$ cat config.mk
export PLATFORM = sky130hd
export DESIGN_NAME = uart_rx_fifo
export DESIGN_NICKNAME = d
export VERILOG_FILES = /design/src/rtl/uart_pkg.sv /design/src/rtl/sync_fifo.sv /design/src/rtl/uart_rx_fifo.sv
export SDC_FILE = /design/constraint.sdc
export NUM_CORES = 1
export LEC_CHECK = 0
export ABC_AREA = 1
export CORE_AREA = 2 2 100 102
export CTS_CLUSTER_DIAMETER = 60
export DETAILED_ROUTE_END_ITERATION = 10
export DIE_AREA = 0 0 102 104
export GPL_TIMING_DRIVEN = 1
export SLEW_MARGIN = 40
export SYNTH_ARGS = -nofsm -noshare
export SYNTH_HDL_FRONTEND = slang
export SYNTH_HIERARCHICAL = 1
export SYNTH_SLANG_ARGS = --single-unit
$ cat constraint.sdc
create_clock -name clk_i -period 3.05 [get_ports clk_i]
set_input_delay 0.7625 -clock clk_i [delete_from_list [all_inputs] [get_ports clk_i]]
set_output_delay 0.7625 -clock clk_i [all_outputs]
set_load 0.05 [all_outputs]
$ cat src/rtl/uart_pkg.sv
`default_nettype none
// ---------------------------------------------------------------------------
// uart_pkg : receiver FSM encoding and bit/sample constants (UART_PARITY_EN adds PARITY)
// Rev 1.0
// ---------------------------------------------------------------------------
package uart_pkg;

  localparam int OSR        = 16;
  localparam int MID_SAMPLE = 9;
  localparam int DATA_BITS  = 8;

  typedef enum logic [2:0] {
    ST_IDLE   = 3'd0,
    ST_START  = 3'd1,
    ST_DATA   = 3'd2,
`ifdef UART_PARITY_EN
    ST_PARITY = 3'd3,
`endif
    ST_STOP   = 3'd4
  } rx_state_e;

  function automatic logic maj3(input logic a, input logic b, input logic c);
    return (a & b) | (a & c) | (b & c);
  endfunction

endpackage
`default_nettype wire

$ cat src/rtl/sync_fifo.sv
`default_nettype none
// ---------------------------------------------------------------------------
// sync_fifo : single-clock FIFO with wrap-bit pointers; head word reads 0 when empty
// Rev 1.0
// ---------------------------------------------------------------------------
module sync_fifo #(
  parameter int WIDTH = 8,
  parameter int DEPTH = 4
) (
  input  logic             clk_i,
  input  logic             rst_ni,
  input  logic             push_i,
  input  logic [WIDTH-1:0] wdata_i,
  input  logic             pop_i,
  output logic [WIDTH-1:0] rdata_o,
  output logic             full_o,
  output logic             empty_o
);

  localparam int AW = $clog2(DEPTH);

  logic [AW:0]      wr_q, wr_d, rd_q, rd_d;
  logic [WIDTH-1:0] mem_q [DEPTH];
  logic             w_do_push, w_do_pop;

  assign empty_o = (wr_q == rd_q);
  assign full_o  = (wr_q[AW] != rd_q[AW]) && (wr_q[AW-1:0] == rd_q[AW-1:0]);

  // A pop frees the slot in the same cycle, so a full FIFO still takes the push
  assign w_do_pop  = pop_i & ~empty_o;
  assign w_do_push = push_i & (~full_o | w_do_pop);

  always_comb begin
    wr_d = wr_q;
    rd_d = rd_q;
    if (w_do_push) wr_d = wr_q + (AW+1)'(1);
    if (w_do_pop)  rd_d = rd_q + (AW+1)'(1);
  end

  always_ff @(posedge clk_i or negedge rst_ni) begin
    if (!rst_ni) begin
      wr_q <= '0;
      rd_q <= '0;
    end else begin
      wr_q <= wr_d;
      rd_q <= rd_d;
    end
  end

  always_ff @(posedge clk_i) begin
    if (w_do_push) mem_q[wr_q[AW-1:0]] <= wdata_i;
  end

  assign rdata_o = empty_o ? '0 : mem_q[rd_q[AW-1:0]];

endmodule
`default_nettype wire

$ cat src/rtl/uart_rx_fifo.sv
`default_nettype none
// ---------------------------------------------------------------------------
// uart_rx_fifo : 16x oversampled UART receiver feeding a byte FIFO (UART_PARITY_EN = 8E1)
// Rev 1.0
// ---------------------------------------------------------------------------
module uart_rx_fifo #(
  parameter int FIFO_DEPTH = 4,
  parameter int OSR        = uart_pkg::OSR
) (
  input  logic        clk_i,
  input  logic        rst_ni,
  input  logic        rx_i,
  input  logic        rx_en_i,
  input  logic [15:0] baud_div_i,
  output logic [7:0]  rdata_o,
  output logic        rvalid_o,
  input  logic        rready_i,
  output logic        frame_err_o,
  output logic        overrun_o,
  output logic        parity_err_o,
  output logic        busy_o
);

  import uart_pkg::*;

  localparam int            SW        = $clog2(OSR);
  localparam logic [SW-1:0] SAMP_A    = SW'(MID_SAMPLE - 2);
  localparam logic [SW-1:0] SAMP_B    = SW'(MID_SAMPLE - 1);
  localparam logic [SW-1:0] SAMP_MID  = SW'(MID_SAMPLE);
  localparam logic [SW-1:0] SAMP_LAST = SW'(OSR - 1);
  localparam logic [2:0]    BIT_LAST  = 3'(DATA_BITS - 1);

  logic [1:0]           sync_q;
  logic [15:0]          div_cnt_q;
  rx_state_e            state_q;
  logic [SW-1:0]        samp_q;
  logic [2:0]           bit_q;
  logic [DATA_BITS-1:0] shift_q;
  logic                 s_a_q, s_b_q;
  logic                 push_q, frame_err_q;
  logic                 w_rx, w_tick, w_bit, w_pop, w_full, w_empty;
`ifdef UART_PARITY_EN
  logic                 par_bad_q, parity_err_q;
`endif

  always_ff @(posedge clk_i or negedge rst_ni) begin
    if (!rst_ni) sync_q <= 2'b11;
    else         sync_q <= {sync_q[0], rx_i};
  end
  assign w_rx = sync_q[1];

  // Divider parks at 0 in IDLE so the first START tick is aligned to the edge
  assign w_tick = (state_q != ST_IDLE) && (div_cnt_q == baud_div_i);

  always_ff @(posedge clk_i or negedge rst_ni) begin
    if (!rst_ni)                           div_cnt_q <= '0;
    else if (state_q == ST_IDLE || w_tick) div_cnt_q <= '0;
    else                                   div_cnt_q <= div_cnt_q + 16'd1;
  end

  assign w_bit = maj3(s_a_q, s_b_q, w_rx);

  always_ff @(posedge clk_i or negedge rst_ni) begin
    if (!rst_ni) begin
      state_q     <= ST_IDLE;
      samp_q      <= '0;
      bit_q       <= '0;
      shift_q     <= '0;
      s_a_q       <= 1'b1;
      s_b_q       <= 1'b1;
      push_q      <= 1'b0;
      frame_err_q <= 1'b0;
`ifdef UART_PARITY_EN
      par_bad_q    <= 1'b0;
      parity_err_q <= 1'b0;
`endif
    end else begin
      push_q      <= 1'b0;
      frame_err_q <= 1'b0;
`ifdef UART_PARITY_EN
      parity_err_q <= 1'b0;
`endif
      if (!rx_en_i) begin
        state_q <= ST_IDLE;
      end else if (state_q == ST_IDLE) begin
        if (!w_rx) begin
          state_q <= ST_START;
          samp_q  <= '0;
        end
      end else if (w_tick) begin
        samp_q <= (samp_q == SAMP_LAST) ? '0 : samp_q + SW'(1);
        if (samp_q == SAMP_A) s_a_q <= w_rx;
        if (samp_q == SAMP_B) s_b_q <= w_rx;
        case (state_q)
          ST_START: begin
            if (samp_q == SAMP_MID && w_bit) begin
              state_q <= ST_IDLE;
            end else if (samp_q == SAMP_LAST) begin
              state_q <= ST_DATA;
              bit_q   <= '0;
            end
          end
          ST_DATA: begin
            if (samp_q == SAMP_MID) shift_q <= {w_bit, shift_q[DATA_BITS-1:1]};
            if (samp_q == SAMP_LAST) begin
              bit_q <= bit_q + 3'd1;
`ifdef UART_PARITY_EN
              if (bit_q == BIT_LAST) state_q <= ST_PARITY;
`else
              if (bit_q == BIT_LAST) state_q <= ST_STOP;
`endif
            end
          end
`ifdef UART_PARITY_EN
          ST_PARITY: begin
            if (samp_q == SAMP_MID)  par_bad_q <= w_bit ^ (^shift_q);
            if (samp_q == SAMP_LAST) state_q   <= ST_STOP;
          end
`endif
          ST_STOP: begin
            if (samp_q == SAMP_MID) begin
              state_q     <= ST_IDLE;
              frame_err_q <= ~w_bit;
`ifdef UART_PARITY_EN
              parity_err_q <= par_bad_q;
              push_q       <= w_bit & ~par_bad_q;
`else
              push_q       <= w_bit;
`endif
            end
          end
          default: state_q <= ST_IDLE;
        endcase
      end
    end
  end

  sync_fifo #(
    .WIDTH (DATA_BITS),
    .DEPTH (FIFO_DEPTH)
  ) u_fifo (
    .clk_i   (clk_i),
    .rst_ni  (rst_ni),
    .push_i  (push_q),
    .wdata_i (shift_q),
    .pop_i   (w_pop),
    .rdata_o (rdata_o),
    .full_o  (w_full),
    .empty_o (w_empty)
  );

  assign rvalid_o    = ~w_empty;
  assign w_pop       = rvalid_o & rready_i;
  assign overrun_o   = push_q & w_full & ~w_pop;
  assign frame_err_o = frame_err_q;
  assign busy_o      = (state_q != ST_IDLE);
`ifdef UART_PARITY_EN
  assign parity_err_o = parity_err_q;
`else
  assign parity_err_o = 1'b0;
`endif

endmodule
`default_nettype wire

[Word-level counts from Yosys, hierarchy flattened]
Memory sizes are Yosys's and may differ from the RTL's.
Index checks and enable logic that the tools add are counted.
Word-level totals
  register bits: 46
  bits in writable memories: 32
  output and inout bits: 13
  word-level logic and storage cells: 102
  memories kept: 1
Cells by class
  add/subtract/negate cells: 5
  equality and inequality tests: 22
  mux-type cells: 32
  bitwise logic cells: 16
  reductions and logical operators: 14
Memories
  u_fifo.mem_q: depth 4, bits a word 8, rd ports 1, clocked after memory_dff 0, wr ports 1, RTL line sync_fifo.sv:23  | logic [WIDTH-1:0] mem_q [DEPTH];
Operator list (number)
  3-bit 2-to-1 mux: 12
  16-bit by 1-bit adder with 16-bit output, second input constant: 1
  16-bit == test: 1
  16-bit 2-to-1 mux: 1
  4-bit 2-to-1 mux: 4
  4-bit == test, second input constant: 3
  1-bit 2-to-1 mux: 12
  4-bit != test, second input constant: 3
  3-bit by 1-bit adder with 3-bit output, second input constant: 3
  3-bit case mux with 3 select lines: 1
  1-bit AND: 8
  8-bit 2-to-1 mux: 1
  2-bit != test, second input constant: 4
  4-bit AND reduction: 2
  7-bit AND reduction: 1
  3-bit == test, second input constant: 2
  3-bit case mux with 2 select lines: 1
  6-bit AND reduction: 1
  5-bit != test, second input constant: 1
  1-bit inverter: 5
  5-bit AND reduction: 1
  4-bit by 1-bit adder with 4-bit output, second input constant: 1
  4-bit by 3-bit == test with 1-bit output, second input constant: 1
  2-bit nonzero test: 2
  13 further kinds: 17

[Longest topological paths before layout]
  word-level depth: 9
  mapped depth: 14

[Modules after synthesis]
Netlist, hierarchy kept.
Modules (own cells, without submodules)
  uart_rx_fifo: instances 1, cells an instance 349, area an instance 2441.1 um^2
  sync_fifo: instances 1, cells an instance 162, area an instance 1781.7 um^2

[Least setup slack after synthesis]
Ideal clock, no wire load.
  path kind: register to output
  start point: register u_fifo.rd_q[1]
  end point: output port overrun_o
  arrival: 1.786 ns
  required time: 2.288 ns
  slack: 0.502 ns
  cell stages (with the launch flop): 8
  path buffers: 2
  path through: dfrtp_1 > buf_6 > xnor2_4 > nand3_4 > buf_6 > inv_1 > nor2_1 > nor2_1
Between the ends
  word-level cells in the longest chain between the ends: 5
  elaborated cells between the ends (all ways): 8
  those cells by class: eq/ne: 2; bitwise: 5; reduce/logical: 1
RTL lines
  from (decl): RTL line sync_fifo.sv:22  | logic [AW:0] wr_q, wr_d, rd_q, rd_d;
  from (signal assigned): RTL line sync_fifo.sv:46  | rd_q <= rd_d;
  3-bit == test: RTL line sync_fifo.sv:26  | assign empty_o = (wr_q == rd_q);
  via w_empty: RTL line uart_rx_fifo.sv:41  | logic w_rx, w_tick, w_bit, w_pop, w_full, w_empty;
  1-bit inverter: RTL line uart_rx_fifo.sv:152  | assign rvalid_o = ~w_empty;
  1-bit AND: RTL line uart_rx_fifo.sv:153  | assign w_pop = rvalid_o & rready_i;
  via w_pop: RTL line uart_rx_fifo.sv:41
  1-bit inverter: RTL line uart_rx_fifo.sv:154  | assign overrun_o = push_q & w_full & ~w_pop;
  1-bit AND: RTL line uart_rx_fifo.sv:154
  to (decl): RTL line uart_rx_fifo.sv:19  | output logic overrun_o,
The timed path passes the listed nets, and every way through them passes these cells.

[Worst setup path in the final report]
  start point: register u_fifo.rd_q[0]
  end point: output port overrun_o
Same word-level chain as after synthesis.

==> flow_metrics.tcl <==
set metrics [dict create \
    grt_start_max_net_pins 24 \
    ys.warnings.count 6 \
    synth-async-reset-ratio 0.590 \
    maxSlewViolCount 0 \
    syn-cell-area_sq_mm 0.00422 \
    cpPeakStageDelay_ns 0.62 \
    hold_viol_final 0 \
    portBuffers 32 \
    outcome "finished clean" \
    synth_cell_type_count 35 \
    first_global_vias 3127 \
    synth_area_in_compound_gates 0.0439 \
    synth_seq_cells 78 \
    synth_ff_type "dfrtp_1" \
    setup_repair_after_global_routing_missed_its_margin "false" \
    place.gp.congestion 0.831 \
    number_of_antenna_violations_at_the_first_check_in_global_routing 0 \
    total_power_mw 2.38 \
    synthDominantCellAreaShare 0.249 \
    grt_first_pass_wirelength_mm 14.6 \
    worstSetupPathType "flop to output port" \
    crit_path_max_fanout 18 \
    cp.buffers_inverters 3 \
    detail_route.iter0.violations 134 \
    chipWidth_um 102 \
    die_y_um 104 \
    numCtsBuffers 9 \
    area_share_of_fa_ha_maj_cells_after_synthesis 0.0326 \
    coreArea_sq_mm 0.00955 \
    nets_finish 588 \
    worst_pin_slew_ns 0.550 \
    dieArea_sq_mm 0.0106 \
    p_leak_nw 2.29 \
    route.detailed.drc 0 \
    most-common-layout-cells "nand2_1, inv_1, nor2_1, dfrtp_1, nand3_1" \
    initial_core_util 0.442 \
    period_minus_slack_ns 2.78 \
    syn-instance-count 511 \
    finalCritPeriodShare 0.910 \
    synth_area_leaders "dfrtp_1, edfxtp_1, nand2_1" \
    max_freq_mhz 360 \
    fin_tns_setup_ns 0 \
    seq_area_frac_synth 0.501 \
    hold_path_class "flop to flop" \
    hpwlAfterDp_mm 6.22 \
    synthXorXnorAreaFrac 0.0210 \
    clkTransAtPathRegs_ns 0.10 \
    grt_remaining_overflow 0 \
    slew-limit-headroom 0.633 \
    grt_usage 0.175 \
    critPathTopFamily "flip-flops" \
    nFillCells 927 \
    cts_htree_levels 3 \
    number_of_enable_flip_flop_cells_after_synthesis 32 \
    setup.worst_path.end_class "output port" \
    clk_latency_ns 0.35 \
    post-cts-setup-buffers 0 \
    skew_ns 0.0127 \
    tritoncts "done" \
    cts_sinks 78 \
    finish.instance_area_sq_mm 0.00487 \
    crit_chain "inv_4 > nand2_4 > nand2_4 > nand3_4 > inv_1 > nor2_1 > nor2_1 > buf_4" \
    clock-root-buffer "clkbuf_8" \
    synth_top_cell_by_area "dfrtp_1" \
    vias 3326 \
    area_growth_pct 15.3 \
    post_cts_hold_buffer_count 0 \
    arrival_ns 2.01 \
    max_cap_violations 0 \
    avgSynthCellArea_sq_um 8.26 \
    power.ir.vdd_worst_mv 0.397 \
    drt_wl_total_mm 8.61 \
    drt_pass1_iterations 7 \
    detail-route-antenna-nets 0 \
    worst_setup_path_start_kind "flop" \
    setup_violations 0 \
    antennaDiodeCount 0 \
    post_detailed_placement_cell_area_sq_mm 0.00468 \
    wl_per_cell_um 12.4 \
    layout-drive-gt1-share 0.119 \
    required_ns 2.29 \
    synth_nets 543 \
    largest_family_of_logic_cells_by_synthesized_area "simple AND/OR/NAND/NOR gates" \
    ctsResizeCount 0 \
    i_o_pin_count 34 \
    power_density_mw_per_mm2 489 \
    core.rowCount 36 \
    via_per_inst 4.79 \
    layout.cells.most_common "nand2_1" \
    synth-simple-area-share 0.312 \
    mux_cell_area_share_after_synthesis 0 \
    clk_path_buf_depth 2 \
    slowest_stage "dfrtp_1" \
]
==> registers in the layout (all words and copies together) (netlist names), 3 cells and up <==
signal        count
u_fifo/rd_q       3
samp_q            4
u_fifo/wr_q       3
u_fifo/mem_q     32
div_cnt_q        16
bit_q             3
state_q           3
shift_q           8
==> layer usage <==
metal,GRT usage,vias to the layer above,wire (um)
met1,0.223,1541,3920
met3,0.0410,14,293
met2,0.295,60,4280
li1,-,1711,-
met4,0.0457,0,116
met5,0,-,0
==> metrics by stage <==
| stage | utilization | std cells | hold slack [ns] | setup slack [ns] |
|---|---|---|---|---|
| after CTS | 0.510 | 694 | 0.363 | 0.231 |
| after detailed placement | 0.491 | 678 | 0.349 | 0.454 |
| after global routing | 0.510 | 694 | 0.364 | 0.133 |
| after floorplan | - | 511 | 0.345 | 0.502 |
| after global placement | 0.491 | 678 | 0.348 | 0.520 |
| final | 0.510 | 694 | 0.362 | 0.273 |
==> cell usage after synthesis, types with 3 or more instances <==
library cell and count:
o21ai_1 6, nor3_1 9, nand3_1 35, o21ai_0 24, ha_1 11, nor2_2 5, a21oi_1 7, edfxtp_1 32
buf_4 4, buf_6 4, nand4_1 11, inv_1 73, nand2_2 4, nor2_1 69, dfrtp_1 42, nand2_4 3
nand2_1 137, nor3b_1 6, dfstp_2 4, xor2_1 6
==> power by group <==
part	leakage (nW)	internal, mW	switching [mW]	total, mW
logic	1.28	0.159	0.318	0.478
clock network	0.0863	0.312	0.424	0.737
registers	0.926	1.12	0.0457	1.17
total	2.29	1.59	0.788	2.38
==> final timing paths <==
path,from,endpoint,slack [ns],cells after the start
worst min register to register,sync_q[0],sync_q[1],0.36,0
worst min-delay path,sync_q[0],sync_q[1],0.36,0
min in group asynchronous,rst_ni,u_fifo/wr_q[0],0.38,1
worst max-delay path,u_fifo/rd_q[0],overrun_o,0.27,8
worst max register to register,u_fifo/rd_q[0],u_fifo/mem_q[1][1],0.57,12
max in group asynchronous,rst_ni,s_b_q,1.99,2
==> cells by family (layout without fill, tap and decap cells) <==
family,Yosys count,after routing
fa+ha+maj,11,11
compound gates,37,37
buf+inv,86,136
simple gates,290,290
flops,78,78
xor+xnor,8,8
other cells,1,1
==> worst register-to-register path: cells and delay by family, from the launching register on <==
kind,cells,cell delay (ns)
buf+inv,5,0.71
flops,1,0.62
simple gates,7,0.87
==> cell type report <==
class	count	area (sq um)	area share
inverter	76	288	0.0591
tap	133	166	0.0342
timing repair buffer	44	380	0.0781
clock buffer	9	124	0.0254
multi-input combinational	347	1730	0.356
clock inverter	7	62.6	0.0128
sequential	78	2120	0.435
Note: power is estimated with default switching activity, not from simulation.
==> patch 1, RTL diff (same flow settings) <==
Build with the macro `UART_PARITY_EN` defined.
--- a/src/rtl/uart_pkg.sv
+++ b/src/rtl/uart_pkg.sv
@@ -3,6 +3,8 @@
 // uart_pkg : receiver FSM encoding and bit/sample constants (UART_PARITY_EN adds PARITY)
 // Rev 1.0
 // ---------------------------------------------------------------------------
+`define UART_PARITY_EN
+
 package uart_pkg;
 
   localparam int OSR        = 16;
Check against the original RTL: same outputs for any inputs over 10 cycles, from zero or initial values and one cycle with rst_ni low; that may be too few to reach the edited logic, so the function may still have changed.
==> patch 1 against the original RTL <==
Maximum frequency rose by 1.4%; register-to-register slack improved by 0.31 ns; hold slack got worse by 0.017 ns; sequential cell count rose by 2; design area rose by 3.1%; first-iteration DRC count rose by 6.0%; worst setup slack improved by 0.039 ns; area after synthesis rose by 3.0%; wire length fell by 2.6%; power fell by 1.8%; largest cell class unchanged; sequential power barely moved.
==> patch 1: results (changes against the original RTL) <==
| Metric | Value |
|---|---|
| Met3 WL | 242 µm (-17%) |
| Fraction of area in multi-input gates | 36.0% (+0.43 points) |
| Crit Path Max Fanout | 5 (-13) |
| M1 WL | 3870 µm (-1.1%) |
| Actual slew at the worst max-slew pin | 0.495 ns (-0.0546 ns) |
| Met2 GRT Util | 28.0% (-1.5 points) |
| Commonest cells in the netlist | 153 x nand2_1, 76 x inv_1, 69 x nor2_1 |
| Non-clk bufs | 45 (+2.3%) |
| Flop2flop setup slack | 0.88 ns (+0.31 ns) |
| Synth unique cells | 34 (-2.9%) |
| Comb_multi_in | 361 (+4.0%) |
| Vias in the first global route | 3143 (+0.51%) |
| Clk tree area frac | 3.71% (-0.11 points) |
| Hold crit path type | primary input to asynchronous set/reset pin |
| Clock skew | 0.00712 ns (-0.00554 ns) |
| Area share of fa/ha/maj cells after synthesis | 3.16% (-0.095 points) |
| FILL cells | 938 (+1.2%) |
| R2R Path End | u_fifo/mem_q[0][0]$_DFFE_PP_ |
| WHS | 0.345 ns (-0.0169 ns) |
| Status | finished, final reports clean |
| Grt met3 use | 2.82% (-1.3 points) |
| Inst Count DP | 699 (+3.1%) |
| Register area share after synthesis | 49.8% (-0.31 points) |
| Final Wtd Congestion | 0.797 (-4.2%) |
| Global Route met1 Usage | 22.2% (-0.11 points) |
| Mapped Cells | 530 (+3.7%) |
| VDD IR max | 0.378 mV (-4.7%) |
## patch 1: metrics by stage
step	utilization, %	instance area [µm²]	worst slack [ns]
final	52.6	5020	0.313
after detailed placement	50.6	4830	0.456
after floorplan	-	4350	0.502
after CTS	52.6	5020	0.304
after global routing	52.6	5020	0.227
after global placement	50.6	4830	0.480
## patch 1: critical path, cell delays in order, from the launching register on
cell and delay [ns]:
dfrtp_1 0.39, inv_1 0.05, nand2_1 0.11, nor2_2 0.06
inv_1 0.17, clkdlybuf4s50_1 0.84
## patch 1: worst max path at each step
stage | start | endpoint | depth (start not counted)
global route | state_q[0]$_DFFE_PN0P_ | busy_o | 5
CTS | state_q[0]$_DFFE_PN0P_ | busy_o | 5
floorplan | u_fifo/rd_q[1]$_DFFE_PN0P_ | overrun_o | 7
global placement | baud_div_i[2] | samp_q[0]$_DFFE_PN0P_ | 12
detailed placement | baud_div_i[2] | samp_q[3]$_DFFE_PN0P_ | 12
finish | state_q[0]$_DFFE_PN0P_ | busy_o | 5
==> patch 2, RTL diff (same flow settings) <==
Made on the original files. Re-encode `rx_state_e` (4 states) as one-hot, 4 bits wide.
--- a/src/rtl/uart_pkg.sv
+++ b/src/rtl/uart_pkg.sv
@@ -9,14 +9,14 @@
   localparam int MID_SAMPLE = 9;
   localparam int DATA_BITS  = 8;
 
-  typedef enum logic [2:0] {
-    ST_IDLE   = 3'd0,
-    ST_START  = 3'd1,
-    ST_DATA   = 3'd2,
+  typedef enum logic [3:0] {
+    ST_IDLE   = 4'b0001,
+    ST_START  = 4'b0010,
+    ST_DATA   = 4'b0100,
 `ifdef UART_PARITY_EN
     ST_PARITY = 3'd3,
 `endif
-    ST_STOP   = 3'd4
+    ST_STOP   = 4'b1000
   } rx_state_e;
 
   function automatic logic maj3(input logic a, input logic b, input logic c);
Formal check against the unedited RTL: no difference found for any inputs over 10 cycles, from zero or initial values and one cycle with rst_ni low; not proved beyond that.
==> patch 2 against the original RTL <==
Worst setup slack lost 0.042 ns; design area grew 1.9%; power grew 9.9%; highest routed layer unchanged; hold slack lost 0.16 ns; critical endpoint is now busy_o; wire length shrank 4.7%; area after synthesis grew 1.6%; sequential cell count grew 1; utilization grew 0.98 points.
==> patch 2: results (changes against the original RTL) <==
| Metric | Value |
|---|---|
| Async set-reset flop share out of synthesis | 59.5% (+0.52 points) |
| Final Wtd Congestion | 0.819 (-1.5%) |
| Via Count | 3305 (-0.63%) |
| Worst setup slack after placement | 0.490 ns (+0.0358 ns) |
| Met2 wire len | 4090 µm (-4.4%) |
| Final HPWL DP | 5970 µm (-4.1%) |
| M1 WL | 3760 µm (-4.1%) |
| Global Route met1 Usage | 22.6% (+0.29 points) |
| Commonest cells in the netlist | 126 x nand2_1, 72 x inv_1, 71 x nor2_1 |
| Met2 GRT Util | 27.8% (-1.7 points) |
| Vias in the first global route | 3159 (+1.0%) |
| Hold crit path type | primary input to asynchronous set/reset pin |
| Status | finished, final reports clean |
| Final #Nets | 587 (-0.17%) |
| Max incr delay on CP | 0.78 ns (+0.16 ns) |
| FILL cells | 926 (-0.11%) |
| Mapped Avg Cell Area | 8.34 µm² (+0.98%) |
| 1st-pass router iterations | 5 (-2) |
| CP arrival | 2.06 ns (+0.05 ns) |
| Crit Path Max Fanout | 15 (-3) |
| Leakage | 2.36 nW (+3.2%) |
| Actual slew at the worst max-slew pin | 0.544 ns (-0.00550 ns) |
| Per-cell routed wire length | 11.8 µm (-4.5%) |
| Flop2flop setup slack | 0.87 ns (+0.30 ns) |
| Placed cell area | 4730 µm² (+0.93%) |
| Share of cells above drive strength 1 | 14.8% (+2.9 points) |
| Final wirelength | 8210 µm (-4.7%) |
| Post-synth net total | 546 (+0.55%) |
| Clock skew | 0.0122 ns (-0.000431 ns) |
| Met3 WL | 282 µm (-3.8%) |
patch 2: changes by cell type in the layout (fill, tap and decap cells not counted), moves of 4 or more:
cell	change
a21oi_1	+4
inv_2	+5
nand2_1	-11
nand3_1	-7
nor3b_1	-6
o21ai_1	+6
o21ai_2	+8
patch 2: path summary, 6_finish.rpt:
kind	end	cells past startpoint	from
min in group clk_i	sync_q[1]$_DFF_PN1_	0	sync_q[0]$_DFF_PN1_
max	busy_o	4	state_q[0]$_DFFE_PN1P_
max reg2reg	u_fifo/mem_q[2][1]$_DFFE_PP_	12	u_fifo/rd_q[0]$_DFFE_PN0P_
min reg2reg	sync_q[1]$_DFF_PN1_	0	sync_q[0]$_DFF_PN1_
min	u_fifo/wr_q[2]$_DFFE_PN0P_	1	rst_ni
max in group asynchronous	s_a_q$_DFFE_PN1P_	2	rst_ni
patch 2: cell type report:
cell class | instances | area, µm² | area share, %
repair buffers | 41 | 358 | 7.21
clock buffers | 9 | 124 | 2.49
flip-flops and latches | 79 | 2140 | 43.2
multi-input cells | 343 | 1750 | 35.3
inverters | 81 | 308 | 6.20
clock inverters | 7 | 113 | 2.27
well taps | 133 | 166 | 3.35
patch 2: kinds of logic (layout without fill, tap and decap cells):
group / after synthesis / in the layout / synth area share (%)
buf+inv: 92 / 138 / 9.16
flops: 79 / 79 / 50.0
compound gates: 55 / 55 / 7.18
fa+ha+maj: 11 / 11 / 3.21
other cells: 1 / 1 / 0.0874
simple gates: 271 / 271 / 28.9
xor+xnor: 5 / 5 / 1.46
patch 2: critical path: cells and delay by family, from the launching register on:
family / cells / cell delay (ns)
buf+inv: 2 / 0.82
flops: 1 / 0.57
simple gates: 2 / 0.32
patch 2: where the power goes:
group          switching [W]  internal, W
combinational       0.000335     0.000164
sequential         0.0000650      0.00116
clock               0.000419     0.000479
